$ cat src/rtl/riscv_pkg.sv
// Shared types and constants for the RISC-V core pipeline control.
package riscv_pkg;

  typedef enum logic [1:0] {
    HZ_RUN   = 2'd0,
    HZ_LOAD  = 2'd1,
    HZ_MEMW  = 2'd2,
    HZ_REDIR = 2'd3
  } hz_state_t;

  localparam logic [4:0] REG_X0 = 5'd0;

endpackage

$ cat src/rtl/riscv_hazard_cmp.sv
// Load-use hazard detector: the ID instruction reads a register that the load
// currently in EX will write. x0 is hardwired to zero and never creates a hazard.
module riscv_hazard_cmp
  import riscv_pkg::*;
(
  input  logic       id_valid,
  input  logic [4:0] rs1_addr,
  input  logic [4:0] rs2_addr,
  input  logic       rs1_used,
  input  logic       rs2_used,
  input  logic       ex_valid,
  input  logic       ex_read,
  input  logic [4:0] rd_addr,
  output logic       hazard
);

  // Match either used source operand against the load destination
  always_comb begin
    hazard = id_valid & ex_valid & ex_read & (rd_addr != REG_X0) &
             ((rs1_used & (rs1_addr == rd_addr)) |
              (rs2_used & (rs2_addr == rd_addr)));
  end

endmodule

$ cat src/rtl/riscv_hazard_ctrl.sv
// Pipeline sequencer: stall/flush for IF/ID and ID/EX from load-use hazards,
// memory wait states and EX-resolved redirects. A small FSM stretches load-use
// stalls to LOAD_LAT cycles and redirect flushes to FLUSH_LEN cycles. While the
// data memory is busy the FSM parks in MEMW and remembers the state it left, so
// the remaining stall/flush cycles resume untouched afterwards.
module riscv_hazard_ctrl
  import riscv_pkg::*;
#(
  parameter int LOAD_LAT  = 2,
  parameter int FLUSH_LEN = 1,
  parameter int CNT_WIDTH = 32
) (
  input  logic                 clk,
  input  logic                 reset,
  input  logic                 enable,
  input  logic                 i_id_valid,
  input  logic [4:0]           i_id_rs1_addr,
  input  logic [4:0]           i_id_rs2_addr,
  input  logic                 i_id_rs1_used,
  input  logic                 i_id_rs2_used,
  input  logic                 i_ex_valid,
  input  logic                 i_ex_read,
  input  logic [4:0]           i_ex_rd_addr,
  input  logic                 i_redirect,
  input  logic                 i_imem_busy,
  input  logic                 i_dmem_busy,
  output logic                 o_stall_if,
  output logic                 o_stall_id,
  output logic                 o_flush_if,
  output logic                 o_flush_id,
  output logic [1:0]           o_state,
  output logic [CNT_WIDTH-1:0] o_stall_cycles
);

  localparam int CW = 16;
  localparam logic [CW-1:0] LOAD_RELOAD  = CW'(LOAD_LAT - 1);
  localparam logic [CW-1:0] FLUSH_RELOAD = CW'(FLUSH_LEN - 1);
  localparam logic [CW-1:0] ONE          = CW'(1);

  hz_state_t     state, state_nxt;
  hz_state_t     saved, saved_nxt;
  hz_state_t     eff;
  logic [CW-1:0] lcnt, lcnt_nxt;
  logic [CW-1:0] fcnt, fcnt_nxt;
  logic          hazard;

  riscv_hazard_cmp u_cmp (
    .id_valid (i_id_valid),
    .rs1_addr (i_id_rs1_addr),
    .rs2_addr (i_id_rs2_addr),
    .rs1_used (i_id_rs1_used),
    .rs2_used (i_id_rs2_used),
    .ex_valid (i_ex_valid),
    .ex_read  (i_ex_read),
    .rd_addr  (i_ex_rd_addr),
    .hazard   (hazard)
  );

  // Next-state and output mux; MEMW behaves as the saved state once dmem is free
  always_comb begin
    state_nxt  = state;
    saved_nxt  = saved;
    lcnt_nxt   = lcnt;
    fcnt_nxt   = fcnt;
    o_stall_if = 1'b0;
    o_stall_id = 1'b0;
    o_flush_if = 1'b0;
    o_flush_id = 1'b0;
    eff        = (state == HZ_MEMW) ? saved : state;

    if (reset) begin
      o_flush_if = 1'b1;
      o_flush_id = 1'b1;
      state_nxt  = HZ_RUN;
      saved_nxt  = HZ_RUN;
      lcnt_nxt   = '0;
      fcnt_nxt   = '0;
    end else if (!enable) begin
      // frozen: everything holds, no control asserted
    end else if (i_dmem_busy) begin
      o_stall_if = 1'b1;
      o_stall_id = 1'b1;
      if (state != HZ_MEMW) begin
        saved_nxt = state;
        state_nxt = HZ_MEMW;
      end
    end else if (i_redirect || eff == HZ_REDIR) begin
      o_flush_if = 1'b1;
      o_flush_id = 1'b1;
      lcnt_nxt   = '0;
      if (i_redirect) begin
        if (FLUSH_LEN > 1) begin
          state_nxt = HZ_REDIR;
          fcnt_nxt  = FLUSH_RELOAD;
        end else begin
          state_nxt = HZ_RUN;
          fcnt_nxt  = '0;
        end
      end else if (fcnt <= ONE) begin
        state_nxt = HZ_RUN;
        fcnt_nxt  = '0;
      end else begin
        state_nxt = HZ_REDIR;
        fcnt_nxt  = fcnt - ONE;
      end
    end else if (eff == HZ_LOAD || hazard) begin
      o_stall_if = 1'b1;
      o_flush_id = 1'b1;
      if (eff == HZ_LOAD) begin
        if (lcnt <= ONE) begin
          state_nxt = HZ_RUN;
          lcnt_nxt  = '0;
        end else begin
          state_nxt = HZ_LOAD;
          lcnt_nxt  = lcnt - ONE;
        end
      end else if (LOAD_LAT > 1) begin
        state_nxt = HZ_LOAD;
        lcnt_nxt  = LOAD_RELOAD;
      end else begin
        state_nxt = HZ_RUN;
      end
    end else if (i_imem_busy) begin
      o_stall_if = 1'b1;
      o_flush_id = 1'b1;
      state_nxt  = HZ_RUN;
    end else begin
      state_nxt = HZ_RUN;
    end
  end

  // FSM state, saved state and latency counters
  always_ff @(posedge clk) begin
    state <= state_nxt;
    saved <= saved_nxt;
    lcnt  <= lcnt_nxt;
    fcnt  <= fcnt_nxt;
  end

  // Saturating count of enabled cycles with the fetch side stalled
  always_ff @(posedge clk) begin
    if (reset) begin
      o_stall_cycles <= '0;
    end else if (enable && o_stall_if && (o_stall_cycles != {CNT_WIDTH{1'b1}})) begin
      o_stall_cycles <= o_stall_cycles + 1'b1;
    end
  end

  assign o_state = state;

endmodule
$ cat config.mk
export PLATFORM = sky130hd
export DESIGN_NAME = riscv_hazard_ctrl
export DESIGN_NICKNAME = d
export VERILOG_FILES = /design/src/rtl/riscv_pkg.sv /design/src/rtl/riscv_hazard_cmp.sv /design/src/rtl/riscv_hazard_ctrl.sv
export SDC_FILE = /design/constraint.sdc
export NUM_CORES = 1
export LEC_CHECK = 0
export ABC_AREA = 1
export CAP_MARGIN = 20
export CORE_AREA = 2 2 88 174
export CTS_CLUSTER_DIAMETER = 50
export DETAILED_ROUTE_END_ITERATION = 10
export DIE_AREA = 0 0 90 176
export SETUP_SLACK_MARGIN = 0.2
export SLEW_MARGIN = 20
export SYNTH_ARGS = -nofsm -noshare
export SYNTH_HDL_FRONTEND = slang
export SYNTH_SLANG_ARGS = --single-unit
$ cat constraint.sdc
create_clock -name clk -period 2.1 [get_ports clk]
set_input_delay 0.315 -clock clk [delete_from_list [all_inputs] [get_ports clk]]
set_output_delay 0.315 -clock clk [all_outputs]
set_load 0.05 [all_outputs]
* After elaboration in Yosys (flattened, before gate mapping)
Cells that the tools add are included.
** Cells by class
- Add/sub/neg operators :: 3
- Order comparisons :: 2
- Eq/ne operators :: 8
- Muxes and demuxes :: 32
- Bitwise operators :: 8
- Reduce and logical (&&, ||, !) cells :: 10
** Operator list (number)
- 2-to-1 mux 16 bit :: 6
- adder 32 x 1 -> 32 bit (second input constant) :: 1
- <= comparator 16 x 1 -> 1 bit (second input constant) :: 2
- != test 32 bit (second input constant) :: 1
- subtractor 16 x 1 -> 16 bit (second input constant) :: 2
- 2-to-1 mux 1 bit :: 18
- 2-to-1 mux 2 bit :: 8
- == test 5 bit :: 2
- AND reduction 3 bit :: 3
- bitwise AND 1 bit :: 6
- nonzero test 5 bit :: 1
- == test 2 bit (second input constant) :: 2
- == test 2 x 1 -> 1 bit (second input constant) :: 1
- logical AND 1 bit :: 2
- logical OR 1 bit :: 2
- != test 2 x 1 -> 1 bit (second input constant) :: 1
- != test 2 bit (second input constant) :: 1
- AND reduction 2 bit :: 1
- nonzero test 2 bit :: 1
- inverter 1 bit :: 1
- OR 1 bit :: 1
** Word-level totals
- Register bits :: 68
- Bits of input ports :: 26
- Output and inout bits :: 38
- Word-level logic and storage cells :: 68

* Logic depth before layout (Yosys ltp)
Gate-level depths: netlist of run 1.
- Depth in word-level cells :: 12
- Mapped depth :: 14
- Gate-level depth less buffers :: 14

* Hierarchy
A second synthesis of run 1 with hierarchy kept.
** Second synthesis, totals
- Cell total of the unflattened synthesis :: 737
- Area total of the unflattened synthesis :: 4670.7 um2
** Modules (own cells, without submodules)
- riscv_hazard_ctrl :: times used 1, cells an instance 681, area each 4444.3 um2, sequential area each 1361.3 um2
- riscv_hazard_cmp :: times used 1, cells an instance 56, area each 226.5 um2, sequential area each 0.0 um2

* Least setup slack after synthesis of run 1
OpenSTA, ideal clock, no wires.
- Path type :: reg-to-reg
- From :: register state[1] (netlist: o_state[1])
- To :: register fcnt[12]
- Setup time :: 0.118 ns
- Data arrival time :: 2.106 ns
- Data required time :: 1.982 ns
- Slack :: -0.124 ns
- Stages on the path, launching flop included :: 11
- Buffers on the path :: 1
- Period minus slack after synthesis :: 2.224 ns
- Path through :: dfxtp_1 inv_1 nor2_1 nand2_1 nand2_1 nand2_1 buf_2 nand2_1 nand2_1 clkinv_1 nor2_1
** On the way
- Longest elaborated chain between the ends :: 5
** RTL lines
- from (decl) :: RTL line riscv_hazard_ctrl.sv:40 : hz_state_t state, state_nxt;
- from (signal assigned) :: RTL line riscv_hazard_ctrl.sv:134 : state <= state_nxt;
- == test 2 bit :: RTL line riscv_hazard_ctrl.sv:69 : eff = (state == HZ_MEMW) ? saved : state;
- 2-to-1 mux 2 bit (*) :: RTL line riscv_hazard_ctrl.sv:69
- == test 2 bit (*) :: RTL line riscv_hazard_ctrl.sv:87 : end else if (i_redirect || eff == HZ_REDIR) begin
- logical OR 1 bit (*) :: RTL line riscv_hazard_ctrl.sv:87
- AND reduction 3 bit (no line) (*)
- to (signal assigned) :: RTL line riscv_hazard_ctrl.sv:137 : fcnt <= fcnt_nxt;
- to (decl) :: RTL line riscv_hazard_ctrl.sv:44 : logic [CW-1:0] fcnt, fcnt_nxt;
Every way passes the cells marked *; elsewhere a longest branch is shown, timed or not.
A chain may end at the register's enable or synchronous reset.

* Worst setup path after layout of run 1
- From :: register state[1] (netlist: o_state[1])
- To :: output port o_stall_if
** On the way
- Longest elaborated chain between the ends :: 9
- Elaborated cells on any way between the ends :: 11
- Those cells by class :: eq/ne (3); mux (6); reduce/logical (2)
** RTL lines
- == test 2 bit :: RTL line riscv_hazard_ctrl.sv:69
- 2-to-1 mux 2 bit (*) :: RTL line riscv_hazard_ctrl.sv:69
- == test 2 x 1 -> 1 bit :: RTL line riscv_hazard_ctrl.sv:106 : end else if (eff == HZ_LOAD || hazard) begin
- logical OR 1 bit :: RTL line riscv_hazard_ctrl.sv:106
- 2-to-1 mux 1 bit :: RTL line riscv_hazard_ctrl.sv:106
- 2-to-1 mux 1 bit (*) :: RTL line riscv_hazard_ctrl.sv:87
- 2-to-1 mux 1 bit (*) :: RTL line riscv_hazard_ctrl.sv:80 : end else if (i_dmem_busy) begin
- 2-to-1 mux 1 bit (*) :: RTL line riscv_hazard_ctrl.sv:78 : end else if (!enable) begin
- 2-to-1 mux 1 bit (*) :: RTL line riscv_hazard_ctrl.sv:71 : if (reset) begin
- to (decl) :: RTL line riscv_hazard_ctrl.sv:27 : output logic o_stall_if,
Marks and branches as above.

==> flow_summary.ini, run 1 <==
[synth]
synth_fa_ha_area_frac = 0.0147
synth_cell_types = 31
synth_top_family_by_area = simple AND/OR/NAND/NOR gates
ys_seq_elements = 68
yosys_warnings = 0
seq_area_frac_synth = 0.320
synthXorXnorAreaFrac = 0.0866
synthMuxAreaShare = 0
synthSimpleGateAreaFrac = 0.404
syn_area_per_cell_um2 = 6.34
synth_area_um2 = 4250
syn-num-nets = 701
synthCells = 670
synth-compound-area-share = 0.0925

[route]
postRouteWirelength_mm = 13.9
ant_nets = 0
num_vias = 4723
dr.pass1.iters = 4
vias_per_cell = 4.84
drtIter0Drc = 139
routedWlPerCell_um = 14.3
drc_errors = 0

[place]
io_buffer_count = 63
dpl.hpwl_mm = 10.9
gp_congestion = 0.969

[cells_and_area]
layout_common_cells = 170 x nand2_1, 85 x nor2_1, 58 x inv_1, 57 x nand3_1, 56 x dfxtp_1
final_core_util = 0.408
ff_latch_area_um2 = 1380
fillCellCount = 1612
final_layout_size_suffix_gt1_frac = 0.166
final_common_cell = nand2_1
syn_to_final_growth_pct = 38.6
layout.nets = 808
multiInputGateArea_um2 = 2690

[sta]
tns_ns = 0
slew_headroom = 0.638
hold_ws_ns = 0.318
setup_violations = 0
period_needed_ns = 1.91
rsz0062_at_grt = true
tightest_slew_ns = 0.542
slew_violations = 0
post-route-period-util = 0.908
hold_viol = 0
clock-skew-final_ns = 0.00725
max_freq_mhz = 524

[clocking]
cts_made_buffers = 9
clockBufferDepth = 2
cts_root_buffer = clkbuf_16
insertion_delay_ns = 0.33
clock_sinks = 68
cts.reportedPaths.clkPinSlew_ns = 0.06
htreeDepth = 3
tritoncts = done

[worst_setup_path]
arrival_ns = 1.59
cp_cell_sequence = nand2_4, nand2_1, nand2_1, nand2_2, buf_4, nor3_4, nand2_2, nand2_2, buf_6, buf_12
cp-start-kind = register
critPathKind = reg -> out
crit_slowest_cell = dfxtp_4
path_buf_inv = 3
cp_common_cell = nand2_2
worst_path_largest_cell_delay_ns = 0.37
crit_family = simple AND/OR/NAND/NOR gates
cp_max_fo = 5
required_ns = 1.78
cp-end-kind = primary output

[power]
vdd_drop_max_v = 0.000459
power_uw = 3540
power_density_nw_per_um2 = 601
p_leak_uw = 0.00266

[grt]
grt_pass1_vias = 4792
grt_start_max_net_pins = 32
overflow = 0
antenna_found_initial = 1
track_usage = 0.177
grt_pass1_wl_mm = 22.5

[die]
die_area_um2 = 15800
die_h_um = 176
core_um2 = 14400
start_util = 0.294
rows = 62
die_x_um = 90
io_pins = 64

[worst_hold_path]
worstHoldPathType = in -> reg

[run_status]
status = finished clean

[run]
drv_cap = 0
==> cell usage after synthesis (all sizes together) <==
cell / number / area, um2
a21oi: 56 / 280
a22oi: 1 / 7.51
a31oi: 1 / 6.26
buf: 9 / 63.8
clkbuf: 12 / 45.0
clkinv: 2 / 7.51
dfxtp: 68 / 1360
ha: 5 / 62.6
inv: 62 / 233
nand2: 182 / 691
nand3: 59 / 295
nand3b: 8 / 60.1
nand4: 13 / 87.6
nor2: 97 / 377
nor3: 24 / 131
nor3b: 3 / 22.5
nor4: 5 / 31.3
o2111ai: 1 / 8.76
o21ai: 15 / 75.1
o22ai: 1 / 6.26
o32ai: 1 / 8.76
or2: 3 / 18.8
xnor2: 16 / 140
xor2: 26 / 228
==> path summary, 6_finish.rpt <==
check / startpoint / endpoint / slack, ns / cells past startpoint
setup / recovery: o_state[1] / o_stall_if / 0.19 / 10
hold / removal: reset / lcnt[14] / 0.32 / 2
setup reg to reg: o_stall_cycles[0] / o_stall_cycles[12] / 0.30 / 10
hold reg to reg: lcnt[11] / lcnt[11] / 0.49 / 2
==> worst reg2reg max path, stage by stage, from the launching register on <==
cell,delay (ns)
dfxtp_4,0.38
ha_4,0.16
nand2_2,0.08
nor2_4,0.13
nand2_4,0.09
nor3_4,0.25
nand4_4,0.14
nand2_4,0.13
clkbuf_16,0.18
nand2_1,0.06
a21oi_1,0.13
==> what timing repair did <==
| item | CTS | global route |
|---|---|---|
| pin swaps | 8 | 10 |
| resized for setup | 54 | 37 |
| cloned | 0 | 1 |
| setup buffers | 3 | 1 |
| setup endpoints to repair | 31 | 58 |
| hold buffers | 0 | 0 |
==> layer usage <==
metal / wire [um] / global-route usage / up-vias / part of all wire
met5: 0 / 0 / - / 0
met4: 758 / 0.118 / 0 / 0.054
met3: 440 / 0.0239 / 51 / 0.032
met2: 8120 / 0.359 / 131 / 0.58
met1: 4620 / 0.157 / 2159 / 0.33
li1: - / - / 2382 / -
==> flip-flops by register name, indices dropped and copies added, names as in the netlist <==
signal,flops
saved,2
lcnt,16
fcnt,16
o_state,2
o_stall_cycles,32
==> power breakdown <==
| group | leakage, uW | internal [uW] | switching [uW] |
|---|---|---|---|
| logic | 0.00197 | 328 | 467 |
| registers | 0.000557 | 1340 | 48.3 |
| clock network | 0.000133 | 793 | 563 |
| total | 0.00266 | 2460 | 1080 |
==> kinds of logic after synthesis <==
group	after synthesis
AOI/OAI and AO/OA	76
xor gates and xnor gates	42
adders and majority gates	5
buffers and inverters	85
DFF	68
and+or+nand+nor	394
==> layout make-up <==
type | count | share of cell area
clock inverter | 5 | 0.00489
sequential | 68 | 0.235
timing repair buffer | 117 | 0.182
antenna | 1 | 0.000425
clock buffer | 11 | 0.0395
multi-input combinational | 517 | 0.457
inverter | 64 | 0.0408
tap | 192 | 0.0408
==> per-stage QoR <==
stage | std cells | area (um2) | setup WS [ns]
global route | 975 | 5890 | 0.0975
floorplan | 670 | 4280 | 0.212
global placement | 953 | 5450 | -0.0781
detailed placement | 953 | 5450 | -0.116
finish | 975 | 5890 | 0.193
CTS | 972 | 5730 | 0.103
Power figures use the tool's default switching activity.
==> run 2: changes to the inputs <==
--- a/config.mk
+++ b/config.mk
@@ -5,14 +5,13 @@
 export SDC_FILE = /design/constraint.sdc
 export NUM_CORES = 1
 export LEC_CHECK = 0
-export ABC_AREA = 1
+export ABC_AREA = 0
 export CAP_MARGIN = 20
-export CORE_AREA = 2 2 88 174
+export CORE_AREA = 2 2 83 164
 export CTS_CLUSTER_DIAMETER = 50
 export DETAILED_ROUTE_END_ITERATION = 10
-export DIE_AREA = 0 0 90 176
+export DIE_AREA = 0 0 85 166
 export SETUP_SLACK_MARGIN = 0.2
-export SLEW_MARGIN = 20
 export SYNTH_ARGS = -nofsm -noshare
 export SYNTH_HDL_FRONTEND = slang
 export SYNTH_SLANG_ARGS = --single-unit
==> constraint.sdc (replaced) <==
create_clock -name clk -period 2.1 [get_ports clk]
set_input_delay 0.21 -clock clk [delete_from_list [all_inputs] [get_ports clk]]
set_output_delay 0.21 -clock clk [all_outputs]
set_load 0.05 [all_outputs]
==> flow_summary.ini, run 2 <==
[run_status]
status = finished with violations
violations = negative setup slack

[power]
power_density_nw_per_um2 = 519
vdd_drop_max_v = 0.000348
p_leak_uw = 0.00224
power_uw = 3280

[place]
gp_congestion = 0.834
io_buffer_count = 63
dpl.hpwl_mm = 8.63
place_area_um2 = 5150
placed_cells_incl_taps = 717

[run]
drv_cap = 0

[synth]
syn-num-nets = 495
synth_top_area_cell = dfxtp_1
ys_seq_elements = 68
synth_edf_count = 0
seq_area_frac_synth = 0.360
synth.top_cell.area_share = 0.360
ys.flop_type = dfxtp_1
synthCells = 464
ys_top_cells_by_area = dfxtp_1 36%, a21oi_1 6.2%, nor2_1 5.0%
syn_area_per_cell_um2 = 8.15
yosys_warnings = 0
synth.most_common_cell = dfxtp_1
synth_cell_types = 58
synth_area_um2 = 3780
yosys-top-cells-count = 68 x dfxtp_1, 50 x nor2_1, 47 x a21oi_1, 34 x nand2_1, 18 x o21ai_0
synthArstFlopShare = 0

[die]
rows = 59
die_x_um = 85
die_h_um = 166
start_util = 0.293
die_area_um2 = 14100
core_um2 = 12900
io_pins = 64

[cells_and_area]
largest_register_ffs = 32
final_layout_size_suffix_gt1_frac = 0.415
layout_common_cells = 66 x buf_4, 52 x clkdlybuf4s50_1, 35 x dfxtp_1, 33 x nor2_1, 31 x nand2_1
multiInputGateArea_um2 = 2840
finish.instance_area_um2 = 6320
fin_cells = 771
diodes = 0
final_common_cell = buf_4
final_core_util = 0.489
fillCellCount = 1183
syn_to_final_growth_pct = 67.2
regMostFlops = o_stall_cycles
ff_latch_area_um2 = 1420
reg_top3 = o_stall_cycles (32), fcnt (16), lcnt (16)
layout.nets = 645

[worst_setup_path]
cp_max_fo = 9
cp-start-kind = register
cp-end-kind = primary output
required_ns = 1.89
critPathKind = reg -> out
arrival_ns = 1.98

[route]
ant_nets = 0
drtIter0Drc = 145
num_vias = 4260
routedWlPerCell_um = 16.6
vias_per_cell = 5.53
postRouteWirelength_mm = 12.8
drc_errors = 0
dr.pass1.iters = 4

[sta]
rsz0062_at_grt = true
clock-skew-final_ns = 0.00768
slew_headroom = 0.566
slew_violations = 0
hold_viol = 0
max_freq_mhz = 456
post-route-period-util = 1.04
tns_ns = -0.451
tightest_slew_ns = 0.649
fin_ws_ns = -0.0918
period_needed_ns = 2.19
setup_violations = 21

[clocking]
clockBufferDepth = 2
cts.reportedPaths.clkPinSlew_ns = 0.06
clock_sinks = 68
cts_made_buffers = 9
insertion_delay_ns = 0.33
tritoncts = done
hold_buffers = 0
cts_root_buffer = clkbuf_16
htreeDepth = 3

[worst_hold_path]
worstHoldPathType = in -> reg

[grt]
antenna_found_initial = 0
grt_start_max_net_pins = 46
grt_pass1_vias = 4463
track_usage = 0.173
grt_pass1_wl_mm = 20.1
overflow = 0
## run 2: cell types whose count changed after synthesis, sizes merged, moves of 7 or more
cell    delta
a21oi      -9
and3       +7
inv       -46
nand2    -148
nand3     -41
nor2      -46
nor3       -9
o211ai    +10
o21ai      +8
o31ai     +18
or3       +13
or4       +16
xor2      -21
## run 2: final timing paths
check / startpoint / to / slack, ns / depth (start not counted)
worst max-delay path: o_state[1] / o_stall_if / -0.09 / 8
worst min-delay path: reset / o_stall_cycles[26] / 0.16 / 2
worst max register to register: lcnt[11] / lcnt[13] / -0.05 / 8
worst min register to register: o_stall_cycles[14] / o_stall_cycles[14] / 0.49 / 2
## run 2: final cells by class
| type | instances | area share |
|---|---|---|
| well taps | 152 | 0.0301 |
| repair buffers | 158 | 0.244 |
| multi-input cells | 361 | 0.450 |
| flip-flops and latches | 68 | 0.225 |
| inverters | 16 | 0.0101 |
| clock inverters | 6 | 0.00495 |
| clock buffers | 10 | 0.0362 |
## run 2: cell families after synthesis
kind of cell,share of synthesized area
buffers and inverters,0.0407
multiplexers,0.0175
adder cells (fa/ha/maj),0.0165
AO/OA/AOI/OAI,0.217
AND/OR/NAND/NOR,0.297
XOR/XNOR,0.0510
flip-flops,0.360
## run 2: worst max-delay path, cell delays in order, from the launching register on
cell        delay (ns)
dfxtp_4           0.43
nand2b_4          0.17
nand3b_1          0.14
a21o_1            0.22
a31oi_4           0.21
buf_12            0.14
clkinvlp_4        0.08
buf_6             0.12
buf_12            0.14
## run 2: routing by layer
metal,GRT usage,vias up,share of wire
met5,0,-,0
met4,0.0945,0,0.038
met3,0.0298,41,0.029
met2,0.340,106,0.59
met1,0.161,2079,0.35
li1,-,2034,-
## run 2: timing repair
| item | in CTS | in global routing |
|---|---|---|
| cloned | 4 | 0 |
| endpoints found under the hold margin | 0 | 0 |
| pin swaps | 33 | 56 |
| setup endpoints to repair | 66 | 67 |
| buffers inserted | 16 | 18 |
| gates resized for setup | 51 | 88 |
## run 2: power by group
| part | internal, uW | switching, uW | total [uW] |
|---|---|---|---|
| logic | 304 | 294 | 597 |
| clock network | 786 | 554 | 1340 |
| registers | 1310 | 33.4 | 1340 |
| total | 2400 | 881 | 3280 |
## run 2: stage by stage
stage / setup slack (ns) / hold slack [ns]
2_1_floorplan: -0.101 / 0.395
3_3_place_gp: -0.277 / 0.470
3_5_place_dp: -0.320 / 0.477
4_1_cts: -0.136 / 0.158
5_1_grt: -0.161 / 0.174
6_report: -0.0918 / 0.158
==> variant 1, RTL diff (flow settings as in run 1) <==
Set the package constant `REG_X0` to 5'd1 (it was 5'd0).
--- a/src/rtl/riscv_pkg.sv
+++ b/src/rtl/riscv_pkg.sv
@@ -10,3 +10,3 @@
 
-  localparam logic [4:0] REG_X0 = 5'd0;
+  localparam logic [4:0] REG_X0 = 5'd1;
 
Behaviour: not the same (a bounded check fails within 4 cycles, from zero or initial values and one cycle with reset high).
==> variant 1 against run 1 <==
Critical path depth up 3. Sequential share of layout area down 1.5 points. Count of clock-buffer cells in the layout down 1. First-iteration DRC count up 55%. Cell area up 7.6%. Wire length up 6.0%. Power up 12%. Worst setup slack worse by 130 ps. Sequential power about the same. Sequential cell count unchanged. Cell count up 1.8%. Area after synthesis down 0.47%. Via count up 2.0%. Highest routed layer unchanged.
==> variant 1: results (changes against run 1) <==
{| class="wikitable"
! Metric !! Value
|-
| Internal power || 2.810 mW (+14%)
|-
| Total routed wire length on the met1 layer || 4839 µm (+4.9%)
|-
| Antenna violations before repair || 0 (-1)
|-
| Number of standard cells in the final layout excluding fillers || 993 (+1.8%)
|-
| Final estimated routing congestion in global placement || 0.9322 (-3.8%)
|-
| Worst-case hold path end point || o_state[0]
|-
| Max Fanout on Critical Path || 7 (+2)
|-
| R2r worst-path depth || 13 (+3)
|-
| Switching fraction of total power || 28.97% (-1.5 points)
|-
| Via count of the first global-routing pass || 4846 (+1.1%)
|-
| Met1 usage in global routing || 14.72% (-0.96 points)
|-
| Dominant cells by area after synthesis || sky130_fd_sc_hd__dfxtp_1 (32%), sky130_fd_sc_hd__nand2_1 (16%), sky130_fd_sc_hd__nor2_1 (8.7%)
|-
| Wire length on met3 || 425 µm (-3.4%)
|-
| Global router's overall resource usage || 18.07% (+0.37 points)
|-
| Post-placement setup slack || -169.5 ps (-53.80 ps)
|-
| Global-route met2 utilization || 36.72% (+0.78 points)
|-
| Routed wire length || 14780 µm (+6.0%)
|-
| Syn nets || 697 (-0.57%)
|-
| Sum of net half-perimeters after detailed placement || 10780 µm (-0.81%)
|-
| Post-Place Cells || 951 (-0.21%)
|-
| Antenna cell count || 0 (-1)
|-
| Post-Syn Instances || 666 (-0.60%)
|-
| Layout Nets || 827 (+2.4%)
|-
| Top cells by count, synth || sky130_fd_sc_hd__nand2_1 (176), sky130_fd_sc_hd__nor2_1 (98), sky130_fd_sc_hd__dfxtp_1 (68)
|-
| CP Data Arrival Time || 2300 ps (+710 ps)
|-
| Share of post-route cells with drive strength above 1 || 22.85% (+6.2 points)
|-
| Status || completed
|-
| Vias per std cell || 4.853 (+0.18%)
|-
| Post-detailed-placement cell area || 5515 µm² (+1.1%)
|}
==> variant 1: changes by cell type after synthesis, sizes merged, moves of 3 or more <==
cell,before,now
nand3,59,66
nand3b,8,3
buf,9,5
nand4,13,9
nor2,97,101
a21oi,56,53
clkbuf,12,15
inv,62,59
==> variant 1: area by class of cell <==
cell class / count / share of cell area [%]
tap: 192 / 3.791
sequential: 68 / 21.96
multi-input combinational: 517 / 44.25
clock buffer: 10 / 3.949
inverter: 61 / 3.673
clock inverter: 6 / 1.343
timing repair buffer: 139 / 21.03
==> variant 1: cells by family (layout without fill, tap and decap cells) <==
kind of cell	count (synthesis)	count (layout)	synth area share (%)
AND/OR/NAND/NOR	394	394	40.31
AO/OA/AOI/OAI	75	75	9.352
adder cells (fa/ha/maj)	5	5	1.480
buffers and inverters	81	216	7.753
XOR/XNOR	43	43	8.908
flip-flops	68	68	32.20
==> variant 1: what timing repair did <==
item,in CTS,in global routing
buffers inserted,15,9
setup endpoints to repair,59,41
gates resized for setup,78,59
pin swaps,17,19
gates cloned,2,0
==> variant 2, RTL diff (settings of run 1) <==
Without the edit above. Reset style: asynchronous (`reset`), changed in one clocked block.
--- a/src/rtl/riscv_hazard_ctrl.sv
+++ b/src/rtl/riscv_hazard_ctrl.sv
@@ -140,3 +140,3 @@
   // Saturating count of enabled cycles with the fetch side stalled
-  always_ff @(posedge clk) begin
+  always_ff @(posedge clk or posedge reset) begin
     if (reset) begin
Check against the original RTL: differs if reset is asserted again (counterexample within 4 cycles, from zero or initial values and one cycle with reset high); with reset held inactive, the same outputs for 4 cycles.
==> variant 2 against run 1 <==
Count of clock-buffer cells in the layout is 1 lower. Area after synthesis up 5.4%. Sequential power up 7%. Sequential cell count did not move. Power grew 23%. Clock skew up 2.9 ps. Worst setup slack worse by 120 ps. Core utilization is 5.9 points higher. Wire length is 13% higher. Via count is 6.4% higher. Clock power rose by 29%. Critical path depth rose by 1. Die area is the same. Cell area is 15% higher. Highest routed layer unchanged.
==> variant 2: results (changes against run 1) <==
{| class="wikitable"
! Metric !! Value
|-
| DRT Pass-1 Iters || 5 (+1)
|-
| Count of plain and timing-repair buffers || 133 (+14%)
|-
| Post-synthesis compound-gate area fraction || 4.890% (-4.4 points)
|-
| Max Fanout on Critical Path || 4 (-1)
|-
| Clock distribution area overhead in the final layout || 5.063% (+0.62 points)
|-
| Dominant cells by area after synthesis || sky130_fd_sc_hd__dfrtp_1 (18%), sky130_fd_sc_hd__nand2_1 (17%), sky130_fd_sc_hd__dfxtp_1 (16%)
|-
| Worst-case hold path end point || fcnt[6]
|-
| Share of post-route cells with drive strength above 1 || 23.99% (+7.4 points)
|-
| Routed wire length || 15690 µm (+13%)
|-
| Sum of net half-perimeters after detailed placement || 10790 µm (-0.68%)
|-
| Worst clock skew || 10.13 ps (+2.879 ps)
|-
| Worst reg2reg setup slack || 180 ps (-120 ps)
|-
| Worst Hold Margin || 477.5 ps (+159.6 ps)
|-
| Clock buffer count in the final layout || 10 (-1)
|-
| Reg-to-reg startpoint || o_stall_cycles[0]
|-
| R2r endpoint || o_stall_cycles[24]
|-
| Top cells by count, synth || sky130_fd_sc_hd__nand2_1 (202), sky130_fd_sc_hd__nor2_1 (93), sky130_fd_sc_hd__nand3_1 (82)
|-
| R2r worst-path depth || 12 (+2)
|-
| Detail-routed net length per standard cell || 15.55 µm (+8.8%)
|-
| Fraction of synthesized cell area in xor and xnor cells || 8.606% (-0.054 points)
|-
| Non-clock inverter instance count of the final layout || 65 (+1.6%)
|-
| Status || completed
|-
| First-pass GRT wire length || 25190 µm (+12%)
|-
| Global router's overall resource usage || 20.04% (+2.3 points)
|-
| Multi-input gates || 535 (+3.5%)
|-
| Syn_area_per_cell || 6.556 µm² (+3.4%)
|-
| Pin count of the biggest net entering global routing || 38 (+19%)
|-
| Share of the final layout cell area in multi-input gates || 44.92% (-0.75 points)
|}
-- variant 2: how the worst max path moves through the flow --
stage | from | end | cells past startpoint
floorplan | o_stall_cycles[0] | o_stall_cycles[29] | 11
global placement | i_ex_rd_addr[4] | o_stall_cycles[19] | 15
detailed placement | i_ex_rd_addr[3] | o_stall_cycles[24] | 15
CTS | i_id_rs2_used | o_flush_id | 12
global route | o_state[1] | o_flush_id | 11
finish | o_state[1] | o_flush_id | 11
-- variant 2: metal layers --
layer | wire length (µm) | share of wire, %
met1 | 5383 | 34
met2 | 8921 | 57
met3 | 520 | 3.3
met4 | 869 | 5.5
met5 | 0 | 0
-- variant 2: worst max-delay path: stages (launching register included) --
cell and delay (ps):
sky130_fd_sc_hd__dfxtp_4 390, sky130_fd_sc_hd__inv_6 50, sky130_fd_sc_hd__nor2_4 100, sky130_fd_sc_hd__nand2_2 80
sky130_fd_sc_hd__nand2_4 90, sky130_fd_sc_hd__inv_6 40, sky130_fd_sc_hd__nor2_4 120, sky130_fd_sc_hd__inv_4 60
sky130_fd_sc_hd__nand2_2 60, sky130_fd_sc_hd__inv_2 40, sky130_fd_sc_hd__o211ai_1 130, sky130_fd_sc_hd__clkbuf_16 220
-- variant 2: timing repair --
| item | 4_1_cts | 5_1_grt |
|---|---|---|
| endpoints found under the setup margin | 67 | 55 |
| setup buffers | 21 | 10 |
| resized for setup | 97 | 55 |
| pin swaps | 55 | 39 |
| cloned | 6 | 0 |
-- variant 2: metrics by stage --
step	utilization (%)	setup WS (ps)
after global placement	39.30	-153.0
after global routing	46.76	7.938
after CTS	45.33	23.40
after detailed placement	39.30	-161.7
after floorplan	-	152.5
final	46.76	75.53
-- variant 2: power breakdown --
group	internal (mW)	total, mW	switching [mW]
registers	1.39	1.49	0.0991
logic	0.436	1.12	0.680
clock network	1.16	1.76	0.596
